**src/rtl/mlp_serial.sv**
```systemverilog
`default_nettype none
// ============================================================================
// Module   : luts, mlp_serial
// Brief    : Two-layer quantised MLP with a serial element stream; optional
//            macro MLP_FC1_SAT_EN makes the FC1 accumulators saturate.
// Revision : 1.0 - initial release
// ============================================================================

module luts #(
  parameter int N1  = 98,
  parameter int N2  = 10,
  parameter int W_K = 4,
  parameter int W_Y = 16
) (
  output logic [N2-1:0][N1/2:0][W_K-1:0] weights_n1_mag,
  output logic [N2-1:0][N1/2:0][W_K-1:0] weights_n1_pol,
  output logic [N2:0][W_K-1:0]           weights_n2,
  output logic [2**W_K-1:0][W_Y-1:0]     tanh
);

  function automatic logic [W_K-1:0] wrap_k(input int v);
    return v[W_K-1:0];
  endfunction

  // Rational tanh approximation s/(|s|+1), scaled to full signed output range.
  function automatic logic [W_Y-1:0] tanh_entry(input int i);
    int s;
    int v;
    s = (i >= 2**(W_K-1)) ? i - 2**W_K : i;
    v = (s * (2**(W_Y-1) - 1)) / (((s < 0) ? -s : s) + 1);
    return v[W_Y-1:0];
  endfunction

  for (genvar n = 0; n < N2; n++) begin : g_n1_row
    for (genvar e = 0; e <= N1/2; e++) begin : g_n1_col
      assign weights_n1_mag[n][e] = wrap_k(n*5 + e*3 + 1);
      assign weights_n1_pol[n][e] = wrap_k(n*3 + e*7 + 2);
    end
  end

  for (genvar k = 0; k <= N2; k++) begin : g_n2
    assign weights_n2[k] = wrap_k(k*5 + 3);
  end

  for (genvar t = 0; t < 2**W_K; t++) begin : g_tanh
    assign tanh[t] = tanh_entry(t);
  end

endmodule

module mlp_serial #(
  parameter int N1  = 98,
  parameter int N2  = 10,
  parameter int P   = 2,
  parameter int W_X = 4,
  parameter int W_K = 4,
  parameter int W_Y = 16
) (
  input  logic                  clk,
  input  logic                  rst,
  input  logic                  in_vld,
  input  logic [P-1:0][W_X-1:0] in_mag,
  input  logic [P-1:0][1:0]     in_pol,
  output logic [W_Y-1:0]        out,
  output logic                  out_vld
);

  localparam int N_ELEM    = N1/2 + 1;
  localparam int N_BEATS   = N_ELEM / P;
  localparam int W_SUM_FC1 = W_X + W_K + $clog2(N1/2);
  localparam int W_SUM_FC2 = W_X + W_K + $clog2(N2);
  localparam int W_WIDE    = W_SUM_FC1 + W_X + W_K;
  localparam int W_BEAT    = (N_BEATS > 1) ? $clog2(N_BEATS) : 1;
  localparam int W_ELEM    = (N_ELEM > 1) ? $clog2(N_ELEM) : 1;
  localparam int W_K2      = $clog2(N2 + 1);
  localparam int W_ACT     = W_X - 1;

  localparam logic signed [W_SUM_FC2-1:0] IDX_MAX = W_SUM_FC2'(2**(W_K-1) - 1);
  localparam logic signed [W_SUM_FC2-1:0] IDX_MIN = W_SUM_FC2'(-(2**(W_K-1)));
`ifdef MLP_FC1_SAT_EN
  localparam logic signed [W_WIDE-1:0] FC1_MAX = W_WIDE'(2**(W_SUM_FC1-1) - 1);
  localparam logic signed [W_WIDE-1:0] FC1_MIN = W_WIDE'(-(2**(W_SUM_FC1-1)));
`endif

  typedef enum logic [2:0] {
    S_IDLE = 3'd0,
    S_ACC  = 3'd1,
    S_ACT  = 3'd2,
    S_FC2  = 3'd3,
    S_OUT  = 3'd4
  } state_t;

  logic [N2-1:0][N1/2:0][W_K-1:0] w1_mag;
  logic [N2-1:0][N1/2:0][W_K-1:0] w1_pol;
  logic [N2:0][W_K-1:0]           w2;
  logic [2**W_K-1:0][W_Y-1:0]     tanh_lut;

  luts #(.N1(N1), .N2(N2), .W_K(W_K), .W_Y(W_Y)) u_luts (
    .weights_n1_mag (w1_mag),
    .weights_n1_pol (w1_pol),
    .weights_n2     (w2),
    .tanh           (tanh_lut)
  );

  state_t                       state_q, state_d;
  logic [W_BEAT-1:0]            beat_q, beat_d;
  logic [N2-1:0][W_SUM_FC1-1:0] acc_q, acc_d;
  logic [N2-1:0][W_ACT-1:0]     act_q, act_d;
  logic signed [W_SUM_FC2-1:0]  fc2_q, fc2_d;
  logic [W_K2-1:0]              k_q, k_d;
  logic [W_Y-1:0]               out_q, out_d;
  logic                         out_vld_q, out_vld_d;

  logic [N2-1:0][W_SUM_FC1-1:0] fc1_next;
  logic [N2-1:0][W_ACT-1:0]     act_clip;
  logic signed [W_WIDE-1:0]     fc1_sum, op_w, op_x;
  logic [W_ELEM-1:0]            elem;
  logic signed [W_SUM_FC2-1:0]  fc2_w, fc2_a;
  logic [W_K-1:0]               tanh_idx;

  // FC1 update for the beat currently on the bus, all neurons in parallel.
  always_comb begin
    fc1_next = acc_q;
    fc1_sum  = '0;
    op_w     = '0;
    op_x     = '0;
    elem     = '0;
    for (int n = 0; n < N2; n++) begin
      fc1_sum = W_WIDE'($signed(acc_q[n]));
      for (int p = 0; p < P; p++) begin
        elem    = W_ELEM'(int'(beat_q) * P + p);
        op_w    = W_WIDE'($signed(w1_mag[n][elem]));
        op_x    = W_WIDE'($signed(in_mag[p]));
        fc1_sum = fc1_sum + op_w * op_x;
        op_w    = W_WIDE'($signed(w1_pol[n][elem]));
        op_x    = W_WIDE'($signed(in_pol[p]));
        fc1_sum = fc1_sum + op_w * op_x;
      end
`ifdef MLP_FC1_SAT_EN
      if (fc1_sum > FC1_MAX) begin
        fc1_next[n] = FC1_MAX[W_SUM_FC1-1:0];
      end else if (fc1_sum < FC1_MIN) begin
        fc1_next[n] = FC1_MIN[W_SUM_FC1-1:0];
      end else begin
        fc1_next[n] = fc1_sum[W_SUM_FC1-1:0];
      end
`else
      fc1_next[n] = fc1_sum[W_SUM_FC1-1:0];
`endif
    end
  end

  // ReLU then clip: negative -> 0, anything above the activation range -> all ones.
  always_comb begin
    act_clip = '0;
    for (int n = 0; n < N2; n++) begin
      if (acc_q[n][W_SUM_FC1-1]) begin
        act_clip[n] = '0;
      end else if (acc_q[n][W_SUM_FC1-2:W_ACT] != '0) begin
        act_clip[n] = '1;
      end else begin
        act_clip[n] = acc_q[n][W_ACT-1:0];
      end
    end
  end

  assign fc2_w = W_SUM_FC2'($signed(w2[k_q]));
  assign fc2_a = W_SUM_FC2'(act_q[k_q]);

  always_comb begin
    if (fc2_q > IDX_MAX) begin
      tanh_idx = IDX_MAX[W_K-1:0];
    end else if (fc2_q < IDX_MIN) begin
      tanh_idx = IDX_MIN[W_K-1:0];
    end else begin
      tanh_idx = fc2_q[W_K-1:0];
    end
  end

  always_comb begin
    state_d   = state_q;
    beat_d    = beat_q;
    acc_d     = acc_q;
    act_d     = act_q;
    fc2_d     = fc2_q;
    k_d       = k_q;
    out_d     = out_q;
    out_vld_d = 1'b0;
    case (state_q)
      S_IDLE, S_ACC: begin
        if (in_vld) begin
          acc_d = fc1_next;
          if (beat_q == W_BEAT'(N_BEATS - 1)) begin
            beat_d  = '0;
            state_d = S_ACT;
          end else begin
            beat_d  = beat_q + W_BEAT'(1);
            state_d = S_ACC;
          end
        end
      end
      S_ACT: begin
        act_d   = act_clip;
        fc2_d   = W_SUM_FC2'($signed(w2[N2]));
        k_d     = '0;
        state_d = S_FC2;
      end
      S_FC2: begin
        fc2_d = fc2_q + fc2_w * fc2_a;
        k_d   = k_q + W_K2'(1);
        if (k_q == W_K2'(N2 - 1)) begin
          state_d = S_OUT;
        end
      end
      S_OUT: begin
        out_d     = tanh_lut[tanh_idx];
        out_vld_d = 1'b1;
        acc_d     = '0;
        beat_d    = '0;
        state_d   = S_IDLE;
      end
      default: state_d = S_IDLE;
    endcase
  end

  always_ff @(posedge clk) begin
    if (rst) begin
      state_q   <= S_IDLE;
      beat_q    <= '0;
      acc_q     <= '0;
      act_q     <= '0;
      fc2_q     <= '0;
      k_q       <= '0;
      out_q     <= '0;
      out_vld_q <= 1'b0;
    end else begin
      state_q   <= state_d;
      beat_q    <= beat_d;
      acc_q     <= acc_d;
      act_q     <= act_d;
      fc2_q     <= fc2_d;
      k_q       <= k_d;
      out_q     <= out_d;
      out_vld_q <= out_vld_d;
    end
  end

  assign out     = out_q;
  assign out_vld = out_vld_q;

endmodule
`default_nettype wire

```
**config.mk**
```make
export PLATFORM = sky130hd
export DESIGN_NAME = mlp_serial
export DESIGN_NICKNAME = d
export VERILOG_FILES = /design/src/rtl/mlp_serial.sv
export SDC_FILE = /design/constraint.sdc
export NUM_CORES = 2
export LEC_CHECK = 0
export CAP_MARGIN = 20
export CORE_MARGIN = 2
export CORE_UTILIZATION = 35
export CTS_CLUSTER_SIZE = 14
export DETAILED_ROUTE_END_ITERATION = 10
export DONT_BUFFER_PORTS = 1
export GPL_TIMING_DRIVEN = 0
export SYNTH_ARGS = -nofsm -noshare
export SYNTH_HDL_FRONTEND = slang
export SYNTH_SLANG_ARGS = --single-unit
```
**constraint.sdc**
```tcl
create_clock -name clk -period 8 [get_ports clk]
set_input_delay 1.6 -clock clk [delete_from_list [all_inputs] [get_ports clk]]
set_output_delay 1.6 -clock clk [all_outputs]
set_load 0.1 [all_outputs]
```
==> run summary <==
result of the run: finished clean
Final Wtd Congestion: 0.993
total wirelength of the detailed-routed design: 113000 microns
violation count after the first detailed-route iteration: 2090
Cells after Synth: 3692
fin nets: 4876
fraction of layout cells with a size suffix above 1: 3.08%
Vias: 25700
area growth from synthesis to layout: 8.73%
count of cell types in the netlist: 67
number of antenna violations at the first check in global routing: 5
kind of launch point of the worst setup path: flop
Final min period: 7.74 ns
Die Outline Area: 0.106 sq mm
cells taking the most area after synthesis: fa_1 (40%), ha_1 (13%), dfxtp_1 (13%)
most used flip-flop cell after synthesis: dfxtp_1
Yosys reg bits: 237
CP peak stage delay: 0.67 ns
mean post-synth cell area: 9.84 sq um
share of synthesized cell area in and, or, nand and nor gates: 9.13%
cts-stage hold buffer count: 0
Multi-input gate area: 0.0284 sq mm
data arrival time of the critical path: 8.18 ns
clock buffer count from CTS: 36
TritonCTS sink count: 237
Max-slew headroom: 23.5%
floorplan die width: 326 microns
Worst setup EP type: flop
overall global routing resource usage: 21.7%
required time at the worst-slack endpoint: 8.44 ns
antenna-violating nets left: 0
critical path cell sequence: ha_1 > xnor2_1 > nor2_1 > and2_1 > fa_1 > clkinvlp_4 > fa_1 > inv_1 > ha_1 > xnor2_1 > fa_1 > fa_1 > ha_1 > ha_1 > and3_1 > a2111oi_2 > a2111o_1 > a21oi_1 > nor2_1 > xnor2_1 > o21ai_0
compound-cell area share of the yosys netlist: 9.28%
count of cells resized by post-cts repair: 1
Critical path buffers and inverters: 2
count of H-tree levels built during CTS: 2
Netlist Area Pre-Place: 0.0363 sq mm
final clock skew: 0.0349 ns
multiplexer share of the synthesized area: 0.799%
clock input transition at the sequential cells of the worst setup and hold paths: 0.07 ns
average wire length per cell after detail routing: 21.9 microns
final setup violating endpoints: 0
clock insertion delay at the later pin of the skew report: 0.60 ns
initial core utilization: 35.2%
CTS root buf: clkbuf_16
cell taking the most area after synthesis: fa_1
total global routing overflow: 0
count of boundary I/O pins: 32
maximum frequency from static timing analysis: 0.129 GHz
number of setup buffers added after CTS: 0
Register Area: 0.00474 sq mm
number of max-cap violations: 0
Post-synth ARST share: 0%
clock tree from TritonCTS: done
Worst Hold Class: flop to flop
Std-Cell Core Area: 0.103 sq mm
final std cells w/o fill: 5150
via density per instance: 4.99
dominant combinational cell family by area after synthesis: adder cells
detailed-route DRC error count: 0
count of endpoints failing hold in the final timing report: 0
Initial DRT Pass Iterations: 6
startpoint-to-endpoint class of the critical path: flop to flop
standard cell with the maximum stage delay on the critical path: and2_1
Synth Area in Adders: 53.7%
maximum clock path buffer count: 3
number of enable flip-flop cells after synthesis: 0
Final Max Slew Viols: 0
Final period util: 96.8%
XOR/XNOR share of the synthesized area: 5.14%
critical path fanouts, max: 11
count of buffers from port buffering: 0
fraction of post-synthesis cell area in the top cell type by area: 40.3%
die height: 326 microns
total negative slack for setup checks: 0 ns
global-route wire length before repair: 172000 microns
setup repair after global routing missed its margin: false
DP Area: 0.0383 sq mm
reg-to-reg slack, setup: 0.26 ns
final core utilization: 38.3%
fill cell total of the finished layout: 10300
number of cells after detailed placement: 5084
register area share after synthesis: 13.1%
final non-filler cell area: 0.0395 sq mm
Tightest Pin Transition: 1.15 ns
Synthesized Nets: 4826
number of global-route vias before repair: 26800
total of warnings raised by yosys: 0
HPWL after detailed placement: 95700 microns
cell class contributing the biggest share of worst-path delay: adder cells
row count: 118
maximum number of pins on one net before global-route repair: 13
[logic make-up after synthesis]
kind of cell / count (synthesis)
buf+inv: 855
simple gates: 722
xor+xnor: 213
mux: 21
compound gates: 524
fa+ha+maj: 1120
flops: 237
[cell usage in the layout (no fill, tap or decap), types with 8 or more instances in the layout]
cell type	netlist	final
a31oi_1	15	15
nor3_1	36	34
buf_8	0	10
nand2_1	267	267
clkbuf_1	79	77
xor2_1	69	69
a21o_1	50	50
nor2_1	206	205
mux2i_1	11	11
o21a_1	27	27
buf_2	7	8
nand3_1	20	20
nor2b_1	19	19
xnor2_1	144	144
a211oi_1	31	31
dfxtp_1	237	237
and3_1	21	21
a21oi_1	113	113
a22o_1	11	11
fa_1	732	731
o21ai_0	143	143
o21bai_1	22	22
o211ai_1	17	17
ha_1	387	387
and2_1	63	63
a22oi_1	49	49
nand4_1	9	9
buf_1	9	8
nor4_1	23	23
inv_1	758	757
or3_1	10	10
nand2b_1	23	23
clkbuf_16	0	36
[area by class of cell]
| cell class | count | area share (%) |
|---|---|---|
| diodes | 4 | 0.0253 |
| plain buffers | 97 | 1.02 |
| inverters | 758 | 7.21 |
| multi-input cells | 2600 | 71.8 |
| flip-flops and latches | 237 | 12.0 |
| clock inverters | 19 | 0.608 |
| well taps | 1380 | 4.37 |
| clock buffers | 43 | 2.42 |
| repair buffers | 12 | 0.519 |
[cell usage after synthesis, drive strengths merged (6+ instances only)]
cell type,n
nand4,9
ha,387
mux4,6
buf,18
nand2,267
a22o,11
xor2,69
o211ai,17
a211oi,33
dfxtp,237
nor4,23
or3,10
mux2i,11
clkbuf,79
a22oi,49
and2,63
fa,732
inv,758
xnor2,144
a21o,50
nor2,208
nor3b,6
or2,7
nand3,20
nor2b,19
nor3,36
o21ai,145
a21oi,114
nand2b,23
a31oi,15
o21a,27
and3,21
o21bai,22
[sequential cells by signal, indices dropped and copies added, names as in the netlist, named ones only]
register	flops
beat_q	5
acc_q	140
k_q	4
fc2_w	4
out_vld	1
out	16
act_q	30
fc2_q	12
state_q	3
[through the flow]
step / worst slack (ns) / hold slack, ns
after detailed placement: -0.634 / 0.429
final: 0.259 / 0.434
after global placement: -0.613 / 0.425
after global routing: 0.0124 / 0.469
after floorplan: 0.612 / 0.410
after CTS: 0.0853 / 0.438
[routing by layer]
layer | vias to the layer above | global-route usage (%) | routed length, microns
li1 | 11700 | - | -
met1 | 12900 | 29.4 | 48000
met2 | 864 | 33.5 | 49800
met3 | 202 | 5.49 | 9970
met4 | 0 | 8.02 | 4750
met5 | - | 0 | 0
[final timing paths]
check                                from         to  depth (start not counted)
worst min-delay path            act_q[26]  act_q[26]                          2
worst max-delay path            beat_q[1]  acc_q[69]                         21
worst max register to register  beat_q[1]  acc_q[69]                         21
worst min register to register  act_q[26]  act_q[26]                          2
[worst min-delay path, delay by kind of cell (launching register included)]
family	cells	cell delay, ns
and+or+nand+nor	2	0.09
DFF	1	0.30
Power is left out: the tool's default activity adds up to more than one toggle a clock period on the data nets, which glitch-free logic cannot reach.
